**config.mk**
```make
export PLATFORM = sky130hd
export DESIGN_NAME = mem_sys_arbiter
export DESIGN_NICKNAME = d
export VERILOG_FILES = /design/src/rtl/mem_defines_pkg.sv /design/src/rtl/mem_sys_arbiter.sv
export SDC_FILE = /design/constraint.sdc
export NUM_CORES = 1
export LEC_CHECK = 0
export ABC_CLOCK_PERIOD_IN_PS = 5350
export BUFFER_PORTS_ARGS = -buffer_cell sky130_fd_sc_hd__buf_2
export CAP_MARGIN = 20
export CORE_AREA = 4 4 120 122
export CTS_BUF_LIST = sky130_fd_sc_hd__clkbuf_8
export DETAILED_ROUTE_END_ITERATION = 12
export DIE_AREA = 0 0 124 126
export HOLD_SLACK_MARGIN = 0.08
export PLACE_DENSITY = 0.78
export SETUP_SLACK_MARGIN = 0.3
export SLEW_MARGIN = 10
export SYNTH_ARGS = -nofsm -noshare
export SYNTH_HDL_FRONTEND = slang
export SYNTH_SLANG_ARGS = --single-unit
```
**constraint.sdc**
```tcl
create_clock -name clk -period 5.35 [get_ports clk]
set_input_delay 0.2675 -clock clk [delete_from_list [all_inputs] [get_ports clk]]
set_output_delay 0.2675 -clock clk [all_outputs]
set_load 0.05 [all_outputs]
```
**src/rtl/mem_defines_pkg.sv**
```systemverilog
// Shared types and constants for mem_sys_arbiter.
// States, owner encoding, the latched request record and the watchdog defaults.
package mem_defines;

    typedef enum logic [1:0] {
        IDLE    = 2'd0,
        BUSY    = 2'd1,
        RELEASE = 2'd2
    } arb_state_t;

    typedef enum logic {
        M0 = 1'b0,
        M1 = 1'b1
    } arb_owner_t;

    typedef struct packed {
        logic [31:0] addr;
        logic [31:0] data;
        logic        wr;
        logic        rd;
        logic [3:0]  be;
    } arb_req_t;

    localparam int unsigned MEM_ARB_TIMEOUT_DEFAULT = 100;
    localparam logic [31:0] TIMEOUT_PATTERN         = 32'hDEAD_BEEF;

endpackage

```
**src/rtl/mem_sys_arbiter.sv**
```systemverilog
// Two-requester round-robin arbiter in front of mem_sys_axil_wrapper.
// Optional mem_done watchdog is built only when MEM_ARB_TIMEOUT_EN is defined.
module mem_sys_arbiter
    import mem_defines::*;
#(
    parameter int unsigned TIMEOUT_CYCLES = MEM_ARB_TIMEOUT_DEFAULT
) (
    input  logic        clk,
    input  logic        rst_n,

    input  logic [31:0] m0_addr,
    input  logic [31:0] m0_data_in,
    input  logic        m0_wr,
    input  logic        m0_rd,
    input  logic        m0_valid,
    input  logic [3:0]  m0_be,
    output logic [31:0] m0_data_out,
    output logic        m0_done,

    input  logic [31:0] m1_addr,
    input  logic [31:0] m1_data_in,
    input  logic        m1_wr,
    input  logic        m1_rd,
    input  logic        m1_valid,
    input  logic [3:0]  m1_be,
    output logic [31:0] m1_data_out,
    output logic        m1_done,

    output logic [31:0] mem_addr,
    output logic [31:0] mem_data_in,
    output logic        mem_wr,
    output logic        mem_rd,
    output logic        mem_valid,
    output logic [3:0]  mem_be,
    input  logic [31:0] mem_data_out,
    input  logic        mem_done,

    output logic        timeout_err
);

    arb_state_t  state_q, state_d;
    arb_owner_t  owner_q, owner_d;
    arb_owner_t  rr_q, rr_d;
    arb_req_t    req_q, req_d;
    logic        mem_valid_q, mem_valid_d;
    logic [31:0] m0_data_out_q, m0_data_out_d;
    logic [31:0] m1_data_out_q, m1_data_out_d;
    logic        m0_done_q, m0_done_d;
    logic        m1_done_q, m1_done_d;

    logic        legal0, legal1;
    logic        owner_valid, other_legal;
    arb_owner_t  other_owner;
    arb_req_t    m0_req, m1_req;
    logic        grant_en, finish_en;
    arb_owner_t  grant_owner;
    logic [31:0] finish_data;
    logic        wd_expired;

    assign legal0 = m0_valid & (m0_rd ^ m0_wr);
    assign legal1 = m1_valid & (m1_rd ^ m1_wr);

    assign m0_req = '{addr: m0_addr, data: m0_data_in, wr: m0_wr, rd: m0_rd, be: m0_be};
    assign m1_req = '{addr: m1_addr, data: m1_data_in, wr: m1_wr, rd: m1_rd, be: m1_be};

    assign owner_valid = (owner_q == M0) ? m0_valid : m1_valid;
    assign other_owner = (owner_q == M0) ? M1 : M0;
    assign other_legal = (owner_q == M0) ? legal1 : legal0;

    always_comb begin
        state_d       = state_q;
        owner_d       = owner_q;
        rr_d          = rr_q;
        req_d         = req_q;
        mem_valid_d   = mem_valid_q;
        m0_data_out_d = m0_data_out_q;
        m1_data_out_d = m1_data_out_q;
        m0_done_d     = 1'b0;
        m1_done_d     = 1'b0;
        grant_en      = 1'b0;
        grant_owner   = rr_q;
        finish_en     = 1'b0;
        finish_data   = mem_data_out;

        unique case (state_q)
            IDLE: begin
                if (legal0 || legal1) begin
                    grant_en    = 1'b1;
                    grant_owner = (legal0 && legal1) ? rr_q : (legal1 ? M1 : M0);
                end
            end
            BUSY: begin
                // A real completion wins over a watchdog expiry in the same cycle.
                if (mem_done) begin
                    finish_en = 1'b1;
                end else if (wd_expired) begin
                    finish_en   = 1'b1;
                    finish_data = TIMEOUT_PATTERN;
                end
            end
            RELEASE: begin
                if (!owner_valid) begin
                    if (other_legal) begin
                        grant_en    = 1'b1;
                        grant_owner = other_owner;
                    end else begin
                        state_d = IDLE;
                    end
                end
            end
            default: state_d = IDLE;
        endcase

        if (finish_en) begin
            state_d     = RELEASE;
            mem_valid_d = 1'b0;
            req_d.rd    = 1'b0;
            req_d.wr    = 1'b0;
            if (owner_q == M0) begin
                m0_done_d     = 1'b1;
                m0_data_out_d = finish_data;
            end else begin
                m1_done_d     = 1'b1;
                m1_data_out_d = finish_data;
            end
        end

        if (grant_en) begin
            state_d     = BUSY;
            owner_d     = grant_owner;
            req_d       = (grant_owner == M0) ? m0_req : m1_req;
            mem_valid_d = 1'b1;
            rr_d        = (grant_owner == M0) ? M1 : M0;
        end
    end

    always_ff @(posedge clk) begin
        if (!rst_n) begin
            state_q       <= IDLE;
            owner_q       <= M0;
            rr_q          <= M0;
            req_q         <= '0;
            mem_valid_q   <= 1'b0;
            m0_data_out_q <= '0;
            m1_data_out_q <= '0;
            m0_done_q     <= 1'b0;
            m1_done_q     <= 1'b0;
        end else begin
            state_q       <= state_d;
            owner_q       <= owner_d;
            rr_q          <= rr_d;
            req_q         <= req_d;
            mem_valid_q   <= mem_valid_d;
            m0_data_out_q <= m0_data_out_d;
            m1_data_out_q <= m1_data_out_d;
            m0_done_q     <= m0_done_d;
            m1_done_q     <= m1_done_d;
        end
    end

`ifdef MEM_ARB_TIMEOUT_EN
    localparam logic [15:0] WdLimit = 16'(TIMEOUT_CYCLES - 1);

    logic [15:0] wd_cnt_q, wd_cnt_d;
    logic        timeout_err_q, timeout_err_d;

    // Expiry fires at the end of the TIMEOUT_CYCLES-th BUSY cycle.
    assign wd_expired = (state_q == BUSY) && (wd_cnt_q == WdLimit);

    always_comb begin
        wd_cnt_d      = '0;
        timeout_err_d = timeout_err_q;
        if (state_q == BUSY && !mem_done && !wd_expired) begin
            wd_cnt_d = wd_cnt_q + 16'd1;
        end
        if (wd_expired && !mem_done) begin
            timeout_err_d = 1'b1;
        end
    end

    always_ff @(posedge clk) begin
        if (!rst_n) begin
            wd_cnt_q      <= '0;
            timeout_err_q <= 1'b0;
        end else begin
            wd_cnt_q      <= wd_cnt_d;
            timeout_err_q <= timeout_err_d;
        end
    end

    assign timeout_err = timeout_err_q;
`else
    // Parameter is only meaningful with the watchdog built; keep it referenced.
    logic [31:0] unused_timeout_cfg;
    assign unused_timeout_cfg = 32'(TIMEOUT_CYCLES);
    assign wd_expired         = 1'b0;
    assign timeout_err        = 1'b0;
`endif

    assign mem_addr    = req_q.addr;
    assign mem_data_in = req_q.data;
    assign mem_wr      = req_q.wr;
    assign mem_rd      = req_q.rd;
    assign mem_be      = req_q.be;
    assign mem_valid   = mem_valid_q;
    assign m0_data_out = m0_data_out_q;
    assign m1_data_out = m1_data_out_q;
    assign m0_done     = m0_done_q;
    assign m1_done     = m1_done_q;

endmodule

```
# [Word-level counts from Yosys, hierarchy flattened]
# Cells that the tools add are included.
[totals] in_bits=177 register_bits=141 out_inout_bits=138 wordCells=66
[classes] mux=27 n_eq_ne=8 n_bitwise=6 reduce_logical=11
[ops] op="two-way mux 70 bit" count=1
[ops] op="two-way mux 1 bit" count=18
[ops] op="two-way mux 2 bit" count=4
[ops] op="inequality test 4 bit (second input constant)" count=2
[ops] op="two-way mux 6 bit" count=1
[ops] op="inequality test 3 bit (second input constant)" count=2
[ops] op="AND reduction 2 bit" count=3
[ops] op="AND reduction 3 bit" count=2
[ops] op="case mux 1 bit (2 select lines)" count=2
[ops] op="case mux 2 bit (2 select lines)" count=1
[ops] op="OR reduction 2 bit" count=2
[ops] op="inequality test 3 x 1 -> 1 bit (second input constant)" count=1
[ops] op="AND 1 bit" count=2
[ops] op="== test 2 x 1 -> 1 bit (second input constant)" count=1
[ops] op="== test 2 bit (second input constant)" count=1
[ops] op="zero test 2 bit" count=1
[ops] op="inequality test 2 x 1 -> 1 bit (second input constant)" count=1
[ops] op="inverter 1 bit" count=2
[ops] op="nonzero test 2 bit" count=1
[ops] op="XOR 1 bit" count=2
[ops] op="logical AND 1 bit" count=1
[ops] op="logical OR 1 bit" count=1

# [Depth between registers and ports, before layout]
# Gate-level depths: netlist of run 1.
[logic_depth] depth_word=8 depth_mapped=9 mapped_depth_nobuf=5

# [Worst setup path before layout of run 1]
# OpenSTA, ideal clock, no wires.
[synth_timing] path_type="flip-flop to flip-flop" from="register owner_q" to="register req_q (netlist bit mem_wr)" t_arrival_ns=1.745 setup_slack_ns=3.502 t_required_ns=5.247 path_stages_with_launch=10 path_cell_list="dfxtp_1 buf_2 and2b_1 nand4b_1 a221o_1 buf_6 and2_4 buf_6 buf_6 a2111oi_2"
[synth_between] elab_chain_cells=6 word_cells_on_any_way=12
[synth_lines] item="start: declaration" line_no="mem_sys_arbiter.sv:42" source="arb_owner_t owner_q, owner_d;"
[synth_lines] item="start signal: assignment" line_no="mem_sys_arbiter.sv:150" source="owner_q <= owner_d;"
[synth_lines] item="two-way mux 1 bit (on tied branches)" line_no="mem_sys_arbiter.sv:67, mem_sys_arbiter.sv:68"
[synth_lines] item="two-way mux 1 bit" line_no="mem_sys_arbiter.sv:103" source="if (other_legal) begin"
[synth_lines] item="two-way mux 1 bit" line_no="mem_sys_arbiter.sv:102" source="if (!owner_valid) begin"
[synth_lines] item="case mux 1 bit (2 select lines)" line_no="mem_sys_arbiter.sv:85" source="unique case (state_q)"
[synth_lines] item="two-way mux 70 bit" line_no="mem_sys_arbiter.sv:131" source="req_d = (grant_owner == M0) ? m0_req : m1_req;"
[synth_lines] item="two-way mux 6 bit" line_no="mem_sys_arbiter.sv:128" source="if (grant_en) begin"
[synth_lines] item="end signal: assignment" line_no="mem_sys_arbiter.sv:152" source="req_q <= req_d;"
[synth_lines] item="end: declaration" line_no="mem_sys_arbiter.sv:44" source="arb_req_t req_q, req_d;"
# Parallel ways exist; a longest one is shown, timed or not.
# A chain may end at the register's enable or synchronous reset.

# [Worst setup path in the final report of run 1]
[layout_timing] from="register owner_q" to="register req_q (netlist bit mem_addr[31])"
[layout_between] elab_chain_cells=5 word_cells_on_any_way=10
[layout_lines] item="two-way mux 1 bit (on tied branches)" line_no="mem_sys_arbiter.sv:67, mem_sys_arbiter.sv:68"
[layout_lines] item="two-way mux 1 bit" line_no="mem_sys_arbiter.sv:103"
[layout_lines] item="two-way mux 1 bit" line_no="mem_sys_arbiter.sv:102"
[layout_lines] item="case mux 1 bit (2 select lines)" line_no="mem_sys_arbiter.sv:85"
[layout_lines] item="two-way mux 70 bit" line_no="mem_sys_arbiter.sv:131"
# Parallel ways exist; a longest one is shown, timed or not.

==> results of run 1 <==
layout make-up:
| cell class | instances | area share [%] |
|---|---|---|
| Antenna cell | 1 | 0.0267 |
| Multi-Input combinational cell | 512 | 28.3 |
| Clock inverter | 13 | 1.39 |
| Tap cell | 176 | 2.35 |
| Sequential cell | 141 | 30.1 |
| Timing Repair Buffer | 486 | 34.9 |
| Inverter | 4 | 0.160 |
| Clock buffer | 19 | 2.79 |
registers in the layout, summed over array words and instances, names as in the netlist:
| register | count |
|---|---|
| m0_data_out | 32 |
| m1_data_out | 32 |
| mem_addr | 32 |
| mem_data_in | 32 |
| mem_be | 4 |
| state_q | 2 |
| m0_done | 1 |
| m1_done | 1 |
| mem_rd | 1 |
| mem_valid | 1 |
| mem_wr | 1 |
| owner_q | 1 |
| rr_q | 1 |
cell usage after synthesis (3+ instances only):
library cell | count | area share (%)
nand3_1 | 69 | 5.9
nand2_1 | 200 | 13
buf_6 | 3 | 0.58
o211ai_1 | 69 | 8.9
nand4_1 | 68 | 7.3
nor2_1 | 8 | 0.52
a21oi_1 | 71 | 6.1
buf_1 | 10 | 0.65
inv_1 | 3 | 0.19
clkbuf_1 | 55 | 3.6
nand3b_1 | 3 | 0.39
buf_2 | 10 | 0.86
o21ai_0 | 3 | 0.26
dfxtp_1 | 141 | 49
a211oi_1 | 3 | 0.39
report_power, final:
part / leakage (nW) / switching [W] / total (W) / internal [W]
Clock: 0.197 / 0.000446 / 0.000849 / 0.000403
Combinational: 2.81 / 0.000665 / 0.000975 / 0.000310
Sequential: 1.15 / 0.0000536 / 0.00119 / 0.00114
metrics by stage:
| step | hold WS [ns] | setup slack, ns | utilization (%) | total power (W) | instance area, um2 |
|---|---|---|---|---|---|
| 2_1_floorplan | 0.404 | 3.50 | - | 0.00178 | 5810 |
| 3_3_place_gp | 0.439 | 2.65 | 55.8 | 0.00201 | 7360 |
| 3_5_place_dp | 0.445 | 2.59 | 55.8 | 0.00201 | 7360 |
| 4_1_cts | 0.0816 | 2.07 | 71.1 | 0.00300 | 9380 |
| 5_1_grt | 0.120 | 1.57 | 71.1 | 0.00313 | 9380 |
| 6_report | 0.127 | 1.72 | 71.1 | 0.00302 | 9380 |
kinds of logic after synthesis:
family	synth area share [%]
AOI/OAI and AO/OA	17.1
buffers and inverters	6.03
DFF	48.6
xor gates and xnor gates	0.301
other	0.0645
and+or+nand+nor	27.9
per-layer routing:
metal	share of wire, %	up-vias
li1	-	3454
met1	34	3496
met2	48	549
met3	12	140
met4	6.5	0
met5	0	-
worst max-delay path: cells and delay by family (launching register included):
kind	cells	cell delay [ns]
buffers and inverters	3	1.88
AND/OR/NAND/NOR	2	0.38
flip-flops	1	0.48
AO/OA/AOI/OAI	3	0.77
worst min path at each step:
| stage | to | slack (ns) | cells past startpoint |
|---|---|---|---|
| 2_1_floorplan | m0_data_out[0]$_SDFFE_PN0P_ | 0.40 | 2 |
| 3_3_place_gp | m1_data_out[25]$_SDFFE_PN0P_ | 0.44 | 2 |
| 3_5_place_dp | m1_data_out[23]$_SDFFE_PN0P_ | 0.44 | 2 |
| 4_1_cts | mem_data_in[12]$_SDFFE_PN0P_ | 0.08 | 3 |
| 5_1_grt | mem_addr[0]$_SDFFE_PN0P_ | 0.12 | 3 |
| 6_report | mem_data_in[6]$_SDFFE_PN0P_ | 0.13 | 3 |
==> results.md, run 1 <==
* Die area at 15600 um2
* CTS root buf: clkbuf_8
* Hold Crit Class: input pin to flop
* Non-filler instance count after layout at 1352
* Worst setup EP type: flop
* I/O Buffers at 313
* Nets at 1339
* Outcome: complete, no violations
* Layout fillers at 937
* WL per Instance at 18.5 um
* Worst VDD drop at 218 uV
* Max cap viols at 0
* Post_cts resized at 0
* Syn Nets at 913
* CTS Sinks at 141
* Met2 Track Usage GR at 51.3%
* Hold-fix buffers, CTS at 163
* CTS tree: built
* Storage cell area at 2820 um2
* Min Tclk post-route at 3.63 ns
* R2R depth at 8
* Final period utilization at 67.8%
* Clock-pin transition on the worst setup and hold timing paths at 0.09 ns
* Number of H-tree branching levels at 4
* Crit path required time at 5.73 ns
* Setup TNS at 0 ns
* Worst r2r dst: mem_addr[31]$_SDFFE_PN0P_
* CP startpoint: owner_q$_SDFFE_PN0P_
* Die width at 124 um
* Crit path cell chain: and2b_1 -> o211ai_1 -> a211oi_4 -> buf_4 -> buf_4 -> nand2_1 -> o211ai_1 -> dlygate4sd3_1
* Via count at 7639
* Synth warn at 0
* Hold Path Origin: m1_data_in[6]
* Worst setup path end: mem_addr[31]$_SDFFE_PN0P_
* CTS Buf Count at 17
* Initial DRC Count at 611
* Core area at 13200 um2
* Antenna violations before repair at 1
* Starting Density at 44.1%
* Dpl hpwl at 13800 um
* Endpoints failing hold at 0
* First-pass GRT wire length at 38100 um
* Worst-Margin Slew at 0.859 ns
* M3 GR Usage at 10.4%
* CP Class: flop to flop
* Worst r2r src: owner_q$_SDFFE_PN0P_
* Met1 usage at 33.3%
* Sequential share of the synthesized area at 48.6%
* Pin count of the biggest net entering global routing at 75
* Longest Clk Path Bufs at 2
* R2r setup slk at 1.72 ns
* Max Freq at 276 MHz
* Syn Area/Cell at 7.90 um2
* Layout Skew at 0.0152 ns
* Vias in the first global route at 7412
* Die H at 126 um
* Netlist cell types at 33
* Max FO, Critical Path at 74
* Mapped cell area at 5810 um2
* Relative slew margins at 42.7%
* Share of layout cells above drive strength 1 at 31.0%
* Most common cell after layout, fill and taps aside: buf_2
* Routability cong. at 0.816
* DR DRC count at 0
* Most frequent cells in the layout: buf_2 (313), nand2_1 (200), dlygate4sd3_1 (163), dfxtp_1 (141), a21oi_1 (71)
* Clock Latency Late Sink at 0.45 ns
* DR vias/cell at 5.65
* Pwr Density at 322 nW/um2
* Post-CTS setup repair buffer count at 0
* Number of flops mapped to enable cells by yosys at 0
* Arrival time at the worst endpoint at 4.01 ns
* Multi-input logic area at 2660 um2
* Post-Place Cells at 1156
* Top Usage Layer GRT: met2
* Seq cells post-synth at 141
* All-Layer GR Usage at 30.8%
* Boundary pin count at 315
* Grt ovf at 0
* RSZ-0062 raised after global routing: no
* Async set-reset flop share out of synthesis at 0%
* # setup viols final at 0
* P_leak at 4.15 nW
* Slowest CP cell: buf_4
* Area grow syn2layout at 61.4%
* Fin. max-slew vios at 0
* Row count at 42
* Post-Syn Instances at 736
* Post-route ant nets at 0
* Top_reg_cell synth: dfxtp_1
* Startpoint Class: flop
* Total Routed Length at 25000 um
* Initial DRT Pass Iterations at 5
* Max incr delay on CP at 0.68 ns
No activity file was read; power rests on OpenSTA's default activity.
==> run 2: changes to the inputs <==
--- a/config.mk
+++ b/config.mk
@@ -5,15 +5,16 @@
 export SDC_FILE = /design/constraint.sdc
 export NUM_CORES = 1
 export LEC_CHECK = 0
-export ABC_CLOCK_PERIOD_IN_PS = 5350
+export ABC_AREA = 1
+export ABC_CLOCK_PERIOD_IN_PS = 3300
 export BUFFER_PORTS_ARGS = -buffer_cell sky130_fd_sc_hd__buf_2
 export CAP_MARGIN = 20
-export CORE_AREA = 4 4 120 122
+export CORE_MARGIN = 4
+export CORE_UTILIZATION = 43
 export CTS_BUF_LIST = sky130_fd_sc_hd__clkbuf_8
 export DETAILED_ROUTE_END_ITERATION = 12
-export DIE_AREA = 0 0 124 126
 export HOLD_SLACK_MARGIN = 0.08
-export PLACE_DENSITY = 0.78
+export PLACE_DENSITY = 0.79
 export SETUP_SLACK_MARGIN = 0.3
 export SLEW_MARGIN = 10
 export SYNTH_ARGS = -nofsm -noshare
==> constraint.sdc (replaced) <==
create_clock -name clk -period 3.3 [get_ports clk]
set_input_delay 0.165 -clock clk [delete_from_list [all_inputs] [get_ports clk]]
set_output_delay 0.165 -clock clk [all_outputs]
set_load 0.05 [all_outputs]
==> run 2 against run 1 <==
Against the previous run:
- non-clock buffer count grew 7
- clock power grew 65%
- total power grew 75%
- flip-flop and latch count is the same
- global-route usage shrank 2.5 points
- via count grew 6.3%
- sequential power grew 63%
- cell area grew 5.4%
- routed wire length shrank 1.5%
- combinational power grew 98%
- synthesized cell count grew 21%
- largest cell class unchanged
==> results.md, run 2 <==
* Pwr Density at 532 nW/um2
* Netlist cell types at 24
* Clock-pin transition on the worst setup and hold timing paths at 0.08 ns
* Row count at 44
* Routability cong. at 0.824
* Worst VDD drop at 308 uV
* Total power draw at 0.00527 W
* Vias in the first global route at 7714
* CTS Sinks at 141
* Hold-fix buffers, CTS at 168
* Initial DRT Pass Iterations at 8
* Synth top cells by count: nand2_1 (187), nand3_1 (177), dfxtp_1 (141)
* Main area contributors after synthesis: dfxtp_1 (45%), nand3_1 (14%), nand2_1 (11%), nand4_1 (7.1%), inv_1 (4.8%)
* Crit path required time at 3.68 ns
* Post_cts resized at 0
* Most frequent cells in the layout: buf_2 (312), nand2_1 (187), nand3_1 (177), dlygate4sd3_1 (168), dfxtp_1 (141)
* Number of flops mapped to enable cells by yosys at 0
* All-Layer GR Usage at 28.3%
* Worst setup EP type: flop
* Top_reg_cell synth: dfxtp_1
* CP Class: flop to flop
* Via count at 8117
* Syn Area/Cell at 7.09 um2
* P_leak at 5.35 nW
* Grt ovf at 0
* RSZ-0062 raised after global routing: no
* Synth warn at 0
* Core area at 14500 um2
* Most common cell after layout, fill and taps aside: buf_2
* Die H at 129 um
* CTS tree: built
* Setup TNS at 0 ns
* Max FO, Critical Path at 147
* Layout Skew at 0.0114 ns
* Pin count of the biggest net entering global routing at 148
* Final Cell Area at 9890 um2
* Post-route ant nets at 0
* WL per Instance at 16.2 um
* Most common cell in the synthesized netlist: nand2_1
* Share of layout cells above drive strength 1 at 27.3%
* Seq cells post-synth at 141
* Longest Clk Path Bufs at 2
* Die width at 129 um
* I/O Buffers at 313
* Mapped cell area at 6310 um2
* Synth Area in Compound Gates at 5.65%
* Antenna violations before repair at 3
* Initial DRC Count at 579
* Starting Density at 43.6%
* Post-Syn Instances at 890
* Synth Area in Simple Gates at 37.6%
* Nets at 1503
* Largest family of logic cells by synthesized area: simple AND/OR/NAND/NOR gates
* Endpoints failing hold at 0
* Area leader, netlist: dfxtp_1
* # setup viols final at 0
* Post-Synth XOR/XNOR Area at 0%
* Area grow syn2layout at 56.7%
* Mux cell area share after synthesis at 0.159%
* Adder-cell share of the synthesized area at 0%
* Placed cell area at 7780 um2
* Arrival time at the worst endpoint at 3.08 ns
* CTS Buf Count at 17
* Dpl hpwl at 13300 um
* First-pass GRT wire length at 38100 um
* Sequential share of the synthesized area at 44.7%
* DR vias/cell at 5.32
* Final WS setup at 0.602 ns
* Relative slew margins at 46.2%
* Top-area cell type share of the netlist area at 44.7%
* Boundary pin count at 315
* Die area at 16700 um2
* Outcome: complete, no violations
* Async set-reset flop share out of synthesis at 0%
* DR DRC count at 0
* Worst-Margin Slew at 0.807 ns
* Fin. max-slew vios at 0
* Total Routed Length at 24700 um
* CTS root buf: clkbuf_8
* Post-CTS setup repair buffer count at 0
* Max Freq at 371 MHz
* Syn Nets at 1067
* Final period utilization at 81.8%
* Hold Crit Class: input pin to flop
* Clock Latency Late Sink at 0.44 ns
* Max cap viols at 0
* Dpl ws at 1.04 ns
* Number of H-tree branching levels at 4
* Min Tclk post-route at 2.70 ns
* Startpoint Class: flop
[run 2: report_power, final]
group	switching [W]	leakage (nW)	internal [W]
Sequential	0.0000822	1.15	0.00185
Clock	0.000707	0.193	0.000692
Combinational	0.00124	4.01	0.000688
Total	0.00203	5.35	0.00323
[run 2: critical path, cell delays in order (launching register included)]
cell	delay, ns
dfxtp_1	0.43
mux2i_1	0.30
nand3_1	0.16
nand2_4	0.11
buf_12	0.37
nand4_1	0.20
nand3_1	0.14
dlygate4sd3_1	0.57
nand2_1	0.07
inv_1	0.09
[run 2: stage by stage]
stage | util [%] | instances | hold WS [ns]
global placement | 53.7 | 1321 | 0.408
CTS | 68.1 | 1521 | 0.0831
detailed placement | 53.7 | 1321 | 0.412
floorplan | - | 890 | 0.300
finish | 68.3 | 1525 | 0.109
global route | 68.3 | 1525 | 0.104
[run 2: final timing paths]
kind                                      from                      endpoint  slack [ns]  depth (start not counted)
hold / removal                     m1_addr[25]     mem_addr[25]$_SDFFE_PN0P_        0.11                          5
hold reg to reg   m1_data_out[22]$_SDFFE_PN0P_  m1_data_out[22]$_SDFFE_PN0P_        0.46                          2
setup reg to reg          owner_q$_SDFFE_PN0P_      mem_addr[1]$_SDFFE_PN0P_        0.60                          9
setup / recovery          owner_q$_SDFFE_PN0P_      mem_addr[1]$_SDFFE_PN0P_        0.60                          9
[run 2: per-layer routing]
metal  GRT usage (%)  wire [um]  vias up
li1                -          -     3811
met4            16.9       1340        2
met5               0          7        -
met2            48.6      11900      521
met1            31.4       8910     3675
met3            7.71       2520      108
[run 2: logic make-up (layout without fill, tap and decap cells)]
logic type,after synthesis,in the layout
flops,141,141
mux,1,1
compound gates,71,71
simple gates,515,515
buf+inv,161,610
other cells,1,3
[run 2: final cells by class]
type	instances	area [um2]
clock buffer	18	248
sequential	141	2820
fill	1078	4590
clock inverter	14	144
tap	184	230
antenna	2	5.00
inverter	85	319
multi-input combinational	588	2750
timing repair buffer	493	3370
